===== config.mk =====
export PLATFORM = sky130hd
export DESIGN_NAME = rf_wb_ctrl_flat
export DESIGN_NICKNAME = d
export VERILOG_FILES = /design/src/rtl/rf_wb_ctrl_pkg.sv /design/src/rtl/rf_wb_ctrl_if.sv /design/src/rtl/rf_wb_ctrl_scoreboard.sv /design/src/rtl/rf_wb_ctrl.sv /design/src/flat_wrapper.sv
export SDC_FILE = /design/constraint.sdc
export NUM_CORES = 1
export LEC_CHECK = 0
export CELL_PAD_IN_SITES_DETAIL_PLACEMENT = 1
export CELL_PAD_IN_SITES_GLOBAL_PLACEMENT = 1
export CORE_UTILIZATION = 29
export DETAILED_ROUTE_END_ITERATION = 10
export HOLD_SLACK_MARGIN = 0.1
export PLACE_DENSITY_LB_ADDON = 0.3
export SYNTH_ARGS = -nofsm -noshare
export SYNTH_HDL_FRONTEND = slang
export SYNTH_HIERARCHICAL = 1
export SYNTH_SLANG_ARGS = --single-unit

===== constraint.sdc =====
create_clock -name clk -period 2.1 [get_ports clk]
set_input_delay 0.315 -clock clk [delete_from_list [all_inputs] [get_ports clk]]
set_output_delay 0.315 -clock clk [all_outputs]
set_load 0.005 [all_outputs]

===== src/rtl/rf_wb_ctrl_pkg.sv =====
// rf_wb_ctrl_pkg: regfile geometry, writeback source encoding and bypass helper
package rf_wb_ctrl_pkg;
  localparam int RF_AW = 5;
  localparam int RF_DW = 32;
  localparam int RF_NUM = 32;
  localparam int WBCNT_W = 16;
  typedef logic [RF_AW-1:0] rf_addr_t;
  typedef logic [RF_DW-1:0] rf_data_t;
  typedef enum logic [1:0] {SRC_NONE, SRC_MEM, SRC_EX} wb_src_e;
  function automatic rf_data_t bypass(logic we, rf_addr_t waddr, rf_data_t wdata, rf_addr_t raddr, rf_data_t rdata);
    return (we && waddr == raddr && raddr != '0) ? wdata : rdata;
  endfunction
endpackage


===== src/rtl/rf_wb_ctrl_if.sv =====
// rf_wb_ctrl_if: writeback requests, issue allocation, read-port and regfile write-port bundle
interface rf_wb_ctrl_if;
  import rf_wb_ctrl_pkg::*;
  logic mem_valid, mem_ready, ex_valid, ex_ready, alloc_valid;
  rf_addr_t mem_rd, ex_rd, alloc_rd, raddr1, raddr2, rf_waddr;
  rf_data_t mem_data, ex_data, rf_rdata1, rf_rdata2, rdata1, rdata2, rf_wdata;
  logic busy1, busy2, rf_we;
  logic [WBCNT_W-1:0] wb_count;
  modport slave (
    input mem_valid, mem_rd, mem_data, ex_valid, ex_rd, ex_data, alloc_valid, alloc_rd,
    input raddr1, raddr2, rf_rdata1, rf_rdata2,
    output mem_ready, ex_ready, rdata1, rdata2, busy1, busy2, rf_we, rf_waddr, rf_wdata, wb_count
  );
  modport master (
    output mem_valid, mem_rd, mem_data, ex_valid, ex_rd, ex_data, alloc_valid, alloc_rd,
    output raddr1, raddr2, rf_rdata1, rf_rdata2,
    input mem_ready, ex_ready, rdata1, rdata2, busy1, busy2, rf_we, rf_waddr, rf_wdata, wb_count
  );
endinterface


===== src/rtl/rf_wb_ctrl_scoreboard.sv =====
// rf_scoreboard: per-register pending bits; set wins over clear, register 0 never pending
module rf_scoreboard import rf_wb_ctrl_pkg::*; (
  input  logic     clk,
  input  logic     resetn,
  input  logic     set_en,
  input  rf_addr_t set_rd,
  input  logic     clr_en,
  input  rf_addr_t clr_rd,
  input  rf_addr_t qa,
  input  rf_addr_t qb,
  output logic     busy_a,
  output logic     busy_b
);
  logic [RF_NUM-1:0] busy, busy_next;
  always_comb begin
    busy_next = busy;
    if (clr_en) busy_next[clr_rd] = 1'b0;
    if (set_en) busy_next[set_rd] = 1'b1;
    busy_next[0] = 1'b0;
  end
  always_ff @(posedge clk)
    if (!resetn) busy <= '0;
    else busy <= busy_next;
  assign busy_a = busy[qa];
  assign busy_b = busy[qb];
endmodule


===== src/rtl/rf_wb_ctrl.sv =====
// rf_wb_ctrl: MEM-priority writeback arbiter, registered regfile write port, bypass and pending scoreboard
module rf_wb_ctrl import rf_wb_ctrl_pkg::*; (
  input logic clk,
  input logic resetn,
  rf_wb_ctrl_if.slave bus
);
  wb_src_e src;
  rf_addr_t sel_rd, waddr;
  rf_data_t sel_data, wdata;
  logic we_q, take;
  logic [WBCNT_W-1:0] count;
  assign bus.mem_ready = resetn;
  assign bus.ex_ready = resetn & ~bus.mem_valid;
  assign src = (bus.mem_valid & bus.mem_ready) ? SRC_MEM : (bus.ex_valid & bus.ex_ready) ? SRC_EX : SRC_NONE;
  assign sel_rd = src == SRC_MEM ? bus.mem_rd : bus.ex_rd;
  assign sel_data = src == SRC_MEM ? bus.mem_data : bus.ex_data;
  assign take = src != SRC_NONE && sel_rd != '0;
  always_ff @(posedge clk)
    if (!resetn) begin
      we_q <= 1'b0;
      waddr <= '0;
      wdata <= '0;
      count <= '0;
    end else begin
      we_q <= take;
      if (take) begin
        waddr <= sel_rd;
        wdata <= sel_data;
      end
      if (we_q && count != '1) count <= count + WBCNT_W'(1);
    end
  // Gating with resetn drops a write still in flight when reset lands on its commit edge.
  assign bus.rf_we = we_q & resetn;
  assign bus.rf_waddr = waddr;
  assign bus.rf_wdata = wdata;
  assign bus.wb_count = count;
  assign bus.rdata1 = bypass(bus.rf_we, waddr, wdata, bus.raddr1, bus.rf_rdata1);
  assign bus.rdata2 = bypass(bus.rf_we, waddr, wdata, bus.raddr2, bus.rf_rdata2);
  rf_scoreboard u_sb (
    .clk(clk), .resetn(resetn),
    .set_en(bus.alloc_valid), .set_rd(bus.alloc_rd),
    .clr_en(bus.rf_we), .clr_rd(waddr),
    .qa(bus.raddr1), .qb(bus.raddr2),
    .busy_a(bus.busy1), .busy_b(bus.busy2)
  );
endmodule


===== src/flat_wrapper.sv =====
// flat-port wrapper written by rule: the top's interface ports become plain ports
module rf_wb_ctrl_flat import rf_wb_ctrl_pkg::*;
  (clk, resetn, bus_mem_valid, bus_mem_rd, bus_mem_data, bus_ex_valid, bus_ex_rd, bus_ex_data, bus_alloc_valid, bus_alloc_rd, bus_raddr1, bus_raddr2, bus_rf_rdata1, bus_rf_rdata2, bus_mem_ready, bus_ex_ready, bus_rdata1, bus_rdata2, bus_busy1, bus_busy2, bus_rf_we, bus_rf_waddr, bus_rf_wdata, bus_wb_count);
  rf_wb_ctrl_if bus_i ();
  input logic clk;
  input logic resetn;
  input wire logic [$bits(bus_i.mem_valid)-1:0] bus_mem_valid;
  input wire logic [$bits(bus_i.mem_rd)-1:0] bus_mem_rd;
  input wire logic [$bits(bus_i.mem_data)-1:0] bus_mem_data;
  input wire logic [$bits(bus_i.ex_valid)-1:0] bus_ex_valid;
  input wire logic [$bits(bus_i.ex_rd)-1:0] bus_ex_rd;
  input wire logic [$bits(bus_i.ex_data)-1:0] bus_ex_data;
  input wire logic [$bits(bus_i.alloc_valid)-1:0] bus_alloc_valid;
  input wire logic [$bits(bus_i.alloc_rd)-1:0] bus_alloc_rd;
  input wire logic [$bits(bus_i.raddr1)-1:0] bus_raddr1;
  input wire logic [$bits(bus_i.raddr2)-1:0] bus_raddr2;
  input wire logic [$bits(bus_i.rf_rdata1)-1:0] bus_rf_rdata1;
  input wire logic [$bits(bus_i.rf_rdata2)-1:0] bus_rf_rdata2;
  output wire logic [$bits(bus_i.mem_ready)-1:0] bus_mem_ready;
  output wire logic [$bits(bus_i.ex_ready)-1:0] bus_ex_ready;
  output wire logic [$bits(bus_i.rdata1)-1:0] bus_rdata1;
  output wire logic [$bits(bus_i.rdata2)-1:0] bus_rdata2;
  output wire logic [$bits(bus_i.busy1)-1:0] bus_busy1;
  output wire logic [$bits(bus_i.busy2)-1:0] bus_busy2;
  output wire logic [$bits(bus_i.rf_we)-1:0] bus_rf_we;
  output wire logic [$bits(bus_i.rf_waddr)-1:0] bus_rf_waddr;
  output wire logic [$bits(bus_i.rf_wdata)-1:0] bus_rf_wdata;
  output wire logic [$bits(bus_i.wb_count)-1:0] bus_wb_count;
  assign bus_i.mem_valid = bus_mem_valid;
  assign bus_i.mem_rd = bus_mem_rd;
  assign bus_i.mem_data = bus_mem_data;
  assign bus_i.ex_valid = bus_ex_valid;
  assign bus_i.ex_rd = bus_ex_rd;
  assign bus_i.ex_data = bus_ex_data;
  assign bus_i.alloc_valid = bus_alloc_valid;
  assign bus_i.alloc_rd = bus_alloc_rd;
  assign bus_i.raddr1 = bus_raddr1;
  assign bus_i.raddr2 = bus_raddr2;
  assign bus_i.rf_rdata1 = bus_rf_rdata1;
  assign bus_i.rf_rdata2 = bus_rf_rdata2;
  assign bus_mem_ready = bus_i.mem_ready;
  assign bus_ex_ready = bus_i.ex_ready;
  assign bus_rdata1 = bus_i.rdata1;
  assign bus_rdata2 = bus_i.rdata2;
  assign bus_busy1 = bus_i.busy1;
  assign bus_busy2 = bus_i.busy2;
  assign bus_rf_we = bus_i.rf_we;
  assign bus_rf_waddr = bus_i.rf_waddr;
  assign bus_rf_wdata = bus_i.rf_wdata;
  assign bus_wb_count = bus_i.wb_count;
  rf_wb_ctrl u_core (.clk(clk), .resetn(resetn), .bus(bus_i));
endmodule

==> impl_metrics.env, run 1 <==
export IMPL_timing_final_crit_share_pct=125
export IMPL_synth_cell_type_count=50
export IMPL_cp_arrival_ns=2.31
export IMPL_yosysTopAreaCellShare_pct=31.0
export IMPL_clock_skew_ns=0.0200
export IMPL_htreeDepth=3
export IMPL_synth_adder_area_share_pct=0.228
export IMPL_async_flop_share_pct=0
export IMPL_antenna_found_initial=7
export IMPL_grt_max_degree=97
export IMPL_p_leak_nw=4.16
export IMPL_grt_overflow_total=0
export IMPL_synthSimpleGateAreaFrac_pct=16.7
export IMPL_syn_inst=599
export IMPL_clockBufferDepth=2
export IMPL_tns_ns=-26.98
export IMPL_initial_utilization_pct=30.0
export IMPL_route_detailed_drc=0
export IMPL_wire_per_inst_um=26.1
export IMPL_cts_tree="built"
export IMPL_worstHoldPathType="primary input to flip-flop"
export IMPL_synth_xor_area_share_pct=1.60
export IMPL_drv_cap=0
export IMPL_outcome="finished with violations"
export IMPL_violations="negative setup slack"
export IMPL_worst_slack_ns=-0.529
export IMPL_ys_warn_count=6
export IMPL_path_buf_inv=4
export IMPL_seq_area_frac_synth_pct=31.0
export IMPL_io_pins=280
export IMPL_syn_to_final_growth_pct=83.4
export IMPL_tightestPinTransition_ns=0.621
export IMPL_register_area_um2=1720
export IMPL_syn_cell_area_um2=5490
export IMPL_gp_congestion=0.895
export IMPL_crit_chain="xnor2_2 -> nand3_2 -> a211oi_4 -> buf_6 -> buf_12 -> buf_8 -> mux2_2 -> clkbuf_2"
export IMPL_die_area_um2=19500
export IMPL_final_max_slew_viol_count=0
export IMPL_fin_nets=1110
export IMPL_ir_worst_vdd_v=0.000383
export IMPL_rows=49
export IMPL_slew_headroom_pct=58.5
export IMPL_rsz0062_at_grt="yes"
export IMPL_cp_end_kind="output port"
export IMPL_start_kind="flip-flop"
export IMPL_synthFlopType="dfxtp_1"
export IMPL_synth_top_family_by_area="multiplexers"
export IMPL_insertion_delay_ns=0.36
export IMPL_first_global_vias=6833
export IMPL_die_x_um=140
export IMPL_ant_nets=0
export IMPL_holdWs_ns=0.511
export IMPL_firstDrtPassIters=5
export IMPL_max_freq_mhz=380
export IMPL_coreArea_um2=18300
export IMPL_crit_type="flip-flop to output port"
export IMPL_synth_area_leaders="dfxtp_1 (31%), mux2_2 (11%), mux2i_1 (11%)"
export IMPL_critPathTopFamily="buffers and inverters"
export IMPL_viasPerCell=5.59
export IMPL_drt_wl_total_um=31100
export IMPL_cts_root_buf="clkbuf_16"
export IMPL_setup_viol=64
export IMPL_power_per_cell_area_nw_per_um2=469
export IMPL_place_hpwl_um=18500
export IMPL_grt_total_usage_pct=27.6
export IMPL_port_buffers=279
export IMPL_initialDrtViolationCount=435
export IMPL_max_stage_delay_ns=0.39
export IMPL_die_h_um=140
export IMPL_finalCriticalPeriod_ns=2.63
export IMPL_synth_compound_area_share_pct=20.0
export IMPL_cts_buffers_inserted=9
export IMPL_power_mw=4.72
export IMPL_cts_hold_buf=0
export IMPL_syn_area_per_cell_um2=9.16
export IMPL_multi_input_area_um2=3940
export IMPL_yosys_area_top_type="dfxtp_1"
export IMPL_drive_gt1_share_pct=31.0
export IMPL_synth_edf_count=0
export IMPL_ys_seq_elements=85
export IMPL_via_count=6656
export IMPL_crit_slowest_cell="dfxtp_4"
export IMPL_crit_required_ns=1.78
export IMPL_syn_nets=758
export IMPL_dp_slack_ns=-0.844
export IMPL_crit_path_max_fanout=6
export IMPL_clkSinkCount=85
export IMPL_num_fill_cells=1992
export IMPL_clk_pin_slew_worst_paths_ns=0.08
export IMPL_grt_pass1_wl_um=40600
export IMPL_muxShareOfSynthArea_pct=26.4
export IMPL_finalHoldViolCount=0
-- per-stage QoR --
stage	cells	instance area, µm²	utilization [%]
5_1_grt	1188	10100	55.1
2_1_floorplan	599	5490	-
3_3_place_gp	1105	8700	47.6
3_5_place_dp	1105	8700	47.6
6_report	1191	10100	55.1
4_1_cts	1158	9680	53.0
-- cells in the final DEF, fill, tap and decap left out, types with 6 or more instances in the layout --
cell             instances
a21boi_0                34
a21oi_1                  7
buf_12                  12
buf_2                    6
buf_4                   54
buf_6                   62
buf_8                    8
clkbuf_16               11
clkbuf_2                27
clkdlybuf4s50_1        201
dfxtp_1                 79
diode_2                  7
mux2_2                   8
mux2_4                  56
mux2i_1                 59
mux4_2                   6
nand2_1                 92
nand2b_1                 7
nand3_1                 20
nand4_1                  7
nor2_1                  10
nor2b_1                  7
o21ai_0                 39
o221a_1                 28
o221a_2                  7
xnor2_2                  6
-- worst paths after layout --
check | start | endpoint | slack, ns | cells past startpoint
worst min-delay path | bus_mem_valid | u_core/bus.rf_waddr[1] | 0.51 | 5
worst max-delay path | u_core/bus.rf_waddr[2] | bus_rdata2[26] | -0.53 | 8
worst min register to register | u_core/u_sb/busy[18] | u_core/u_sb/busy[18] | 0.51 | 2
worst max register to register | u_core/bus.wb_count[1] | u_core/bus.wb_count[2] | 0.24 | 5
-- logic make-up (layout without fill, tap and decap cells) --
family | after synthesis | in the layout
XOR/XNOR | 10 | 10
other | 0 | 7
adder cells (fa/ha/maj) | 1 | 1
AO/OA/AOI/OAI | 141 | 141
multiplexers | 129 | 129
flip-flops | 85 | 85
buffers and inverters | 45 | 401
AND/OR/NAND/NOR | 188 | 188
-- layout make-up --
| type | count | share of cell area, % |
|---|---|---|
| clock buffer | 10 | 2.37 |
| antenna | 7 | 0.174 |
| clock inverter | 5 | 0.360 |
| timing repair buffer | 381 | 37.8 |
| tap | 229 | 2.85 |
| multi-input combinational | 469 | 39.1 |
| inverter | 5 | 0.186 |
| sequential | 85 | 17.1 |
-- where the power goes --
group / internal (mW) / switching [mW]
logic: 0.820 / 0.550
clock network: 0.830 / 0.714
registers: 1.69 / 0.117
-- sequential cells by signal, indices dropped and copies added, names as in the netlist --
signal               cells
u_core/u_sb/busy        31
u_core/bus.rf_waddr      5
u_core/we_q              1
u_core/bus.wb_count     16
u_core/bus.rf_wdata     32
-- Yosys cell counts (5+ instances only) --
| library cell | number |
|---|---|
| nand4_1 | 7 |
| and3_1 | 5 |
| a21oi_1 | 7 |
| nand2b_1 | 9 |
| nor2b_1 | 7 |
| mux2_1 | 8 |
| mux2_2 | 56 |
| a21boi_0 | 34 |
| dfxtp_1 | 85 |
| nand3_1 | 22 |
| o21ai_0 | 39 |
| clkbuf_1 | 18 |
| or3_1 | 5 |
| buf_2 | 17 |
| mux2i_1 | 59 |
| inv_1 | 5 |
| o221a_2 | 7 |
| nor2_1 | 12 |
| mux4_2 | 6 |
| nand2_1 | 93 |
| o221a_1 | 28 |
| xnor2_1 | 9 |
| nand3b_1 | 5 |
-- worst min-delay path, delay by kind of cell --
kind / cells / cell delay [ns]
buf+inv: 1 / 0.20
simple gates: 2 / 0.16
compound gates: 2 / 0.17
-- repair_timing --
item | 4_1_cts | 5_1_grt
resized for setup | 292 | 136
gates cloned | 4 | 2
pin swaps | 14 | 12
setup endpoints to repair | 68 | 68
setup buffers | 34 | 27
-- layer usage --
layer  wire length (µm)  part of all wire (%)  track usage (%)
met1              11400                    37             30.6
met2              15600                    50             49.2
met3               2510                   8.1             8.02
met4               1540                   5.0             11.3
met5                 11                 0.035                0
(Power assumes the default switching activity.)
==> run 2: changes to the inputs <==
- RECOVER_POWER: not set -> 25
==> impl_metrics.env, run 2 (synthesis results as in run 1) <==
export IMPL_holdWs_ns=0.512
export IMPL_cts_root_buf="clkbuf_16"
export IMPL_timing_final_crit_share_pct=125
export IMPL_die_x_um=140
export IMPL_rows=49
export IMPL_dpl_cell_count=1105
export IMPL_violations="negative setup slack"
export IMPL_via_count=6661
export IMPL_port_buffers=279
export IMPL_clock_skew_ns=0.0203
export IMPL_drive_gt1_share_pct=30.9
export IMPL_min_to="u_core/u_sb/busy[18]"
export IMPL_grt_total_usage_pct=27.6
export IMPL_crit_path_max_fanout=6
export IMPL_drv_cap=0
export IMPL_hold_depth=2
export IMPL_instances_no_fill=1191
export IMPL_grt_pass1_wl_um=40600
export IMPL_htreeDepth=3
export IMPL_tightestPinTransition_ns=0.591
export IMPL_wl_met2_um=15600
export IMPL_final_cell_mix="clkdlybuf4s50_1 (201), nand2_1 (92), dfxtp_1 (79)"
export IMPL_ant_nets=0
export IMPL_finalCriticalPeriod_ns=2.63
export IMPL_mostFrequentLayoutCell="clkdlybuf4s50_1"
export IMPL_syn_to_final_growth_pct=83.3
export IMPL_grt_overflow_total=0
export IMPL_die_h_um=140
export IMPL_r2r_slack_ns=0.24
export IMPL_tns_ns=-27.22
export IMPL_route_detailed_drc=0
export IMPL_fin_nets=1110
export IMPL_crit_required_ns=1.78
export IMPL_fin_util_pct=55.1
export IMPL_worstReg2RegEnd="u_core/bus.wb_count[2]"
export IMPL_place_hpwl_um=18500
export IMPL_gp_congestion=0.895
export IMPL_finalHoldViolCount=0
export IMPL_power_per_cell_area_nw_per_um2=469
export IMPL_wl_met1_um=11400
export IMPL_initialDrtViolationCount=464
export IMPL_worstHoldPathType="flip-flop to flip-flop"
export IMPL_firstDrtPassIters=5
export IMPL_critPathTopFamily="buffers and inverters"
export IMPL_viasPerCell=5.59
export IMPL_coreArea_um2=18300
export IMPL_met3_length_um=2500
export IMPL_outcome="finished with violations"
export IMPL_clk_pin_slew_worst_paths_ns=0.08
export IMPL_first_global_vias=6833
export IMPL_wire_per_inst_um=26.1
export IMPL_io_pins=280
export IMPL_start_kind="flip-flop"
export IMPL_final_max_slew_viol_count=0
export IMPL_num_fill_cells=1991
export IMPL_crit_slowest_cell="dfxtp_4"
export IMPL_rr_startpoint="u_core/bus.wb_count[1]"
export IMPL_dp_slack_ns=-0.844
export IMPL_antenna_found_initial=7
export IMPL_cts_buffers_inserted=9
export IMPL_ir_worst_vdd_v=0.000377
export IMPL_min_from="u_core/u_sb/busy[18]"
export IMPL_grt_max_degree=97
export IMPL_slew_headroom_pct=60.5
export IMPL_ff2ff_path_depth=5
export IMPL_path_buf_inv=4
export IMPL_cp_depth=8
export IMPL_cp_end_kind="output port"
export IMPL_drt_wl_total_um=31000
export IMPL_rsz0062_at_grt="yes"
export IMPL_worst_slack_ns=-0.531
export IMPL_die_area_um2=19500
export IMPL_initial_utilization_pct=30.0
export IMPL_cts_tree="built"
export IMPL_clockBufferDepth=2
export IMPL_crit_chain="xnor2_2 -> nand3_2 -> a211oi_4 -> buf_6 -> buf_12 -> buf_8 -> mux2_2 -> clkbuf_2"
export IMPL_largest_reg_flops=32
export IMPL_cp_arrival_ns=2.32
export IMPL_setup_viol=64
export IMPL_max_freq_mhz=380
export IMPL_crit_type="flip-flop to output port"
export IMPL_p_leak_nw=4.16
export IMPL_insertion_delay_ns=0.36
export IMPL_dr_max_layer_used="met5"
export IMPL_max_stage_delay_ns=0.39
export IMPL_clkSinkCount=85
-- run 2: cell types whose count changed in the layout (fill, tap and decap cells not counted) --
cell / delta
or4_4: -1
or4_1: +1
-- run 2: worst max-delay path by stage --
stage | from | endpoint
floorplan | u_core/bus.rf_waddr[2] | bus_rdata1[10]
global placement | bus_raddr1[3] | bus_rdata1[31]
detailed placement | bus_raddr2[0] | bus_rdata2[18]
CTS | u_core/bus.rf_waddr[0] | bus_rdata1[24]
global route | u_core/bus.rf_waddr[1] | bus_rdata2[26]
finish | u_core/bus.rf_waddr[2] | bus_rdata2[26]
-- run 2: cell type report --
class / instances / area (µm²) / area share, %
tap: 229 / 287 / 2.85
timing repair buffer: 381 / 3810 / 37.9
sequential: 85 / 1720 / 17.1
antenna: 7 / 17.5 / 0.174
clock buffer: 10 / 239 / 2.38
clock inverter: 5 / 36.3 / 0.361
multi-input combinational: 469 / 3930 / 39.1
inverter: 5 / 18.8 / 0.187
-- run 2: tightest hold or removal path, stage by stage (launching register included) --
cell,delay (ns)
dfxtp_1,0.32
o21ai_0,0.07
a21boi_0,0.07
-- run 2: through the flow --
step                cell area, µm²  power (mW)
detailed placement            8700        3.01
global route                 10100        4.88
CTS                           9680        4.57
global placement              8700        2.97
floorplan                     5490        2.22
finish                       10100        4.71
-- run 2: timing repair --
item                       in CTS  in global routing
gates cloned                    4                  2
resized for setup             292                136
hold buffers                    0                  0
setup endpoints to repair      68                 68
pin swaps                      14                 12
setup buffers                  34                 27
-- run 2: per-layer routing --
layer / global-route usage, % / vias up
li1: - / 2952
met1: 30.6 / 3280
met2: 49.2 / 330
met3: 8.02 / 97
met4: 11.3 / 2
met5: 0 / -
-- run 2: report_power, final --
part / switching, mW / internal [mW]
clock network: 0.711 / 0.830
registers: 0.118 / 1.69
logic: 0.549 / 0.820
total: 1.38 / 3.34
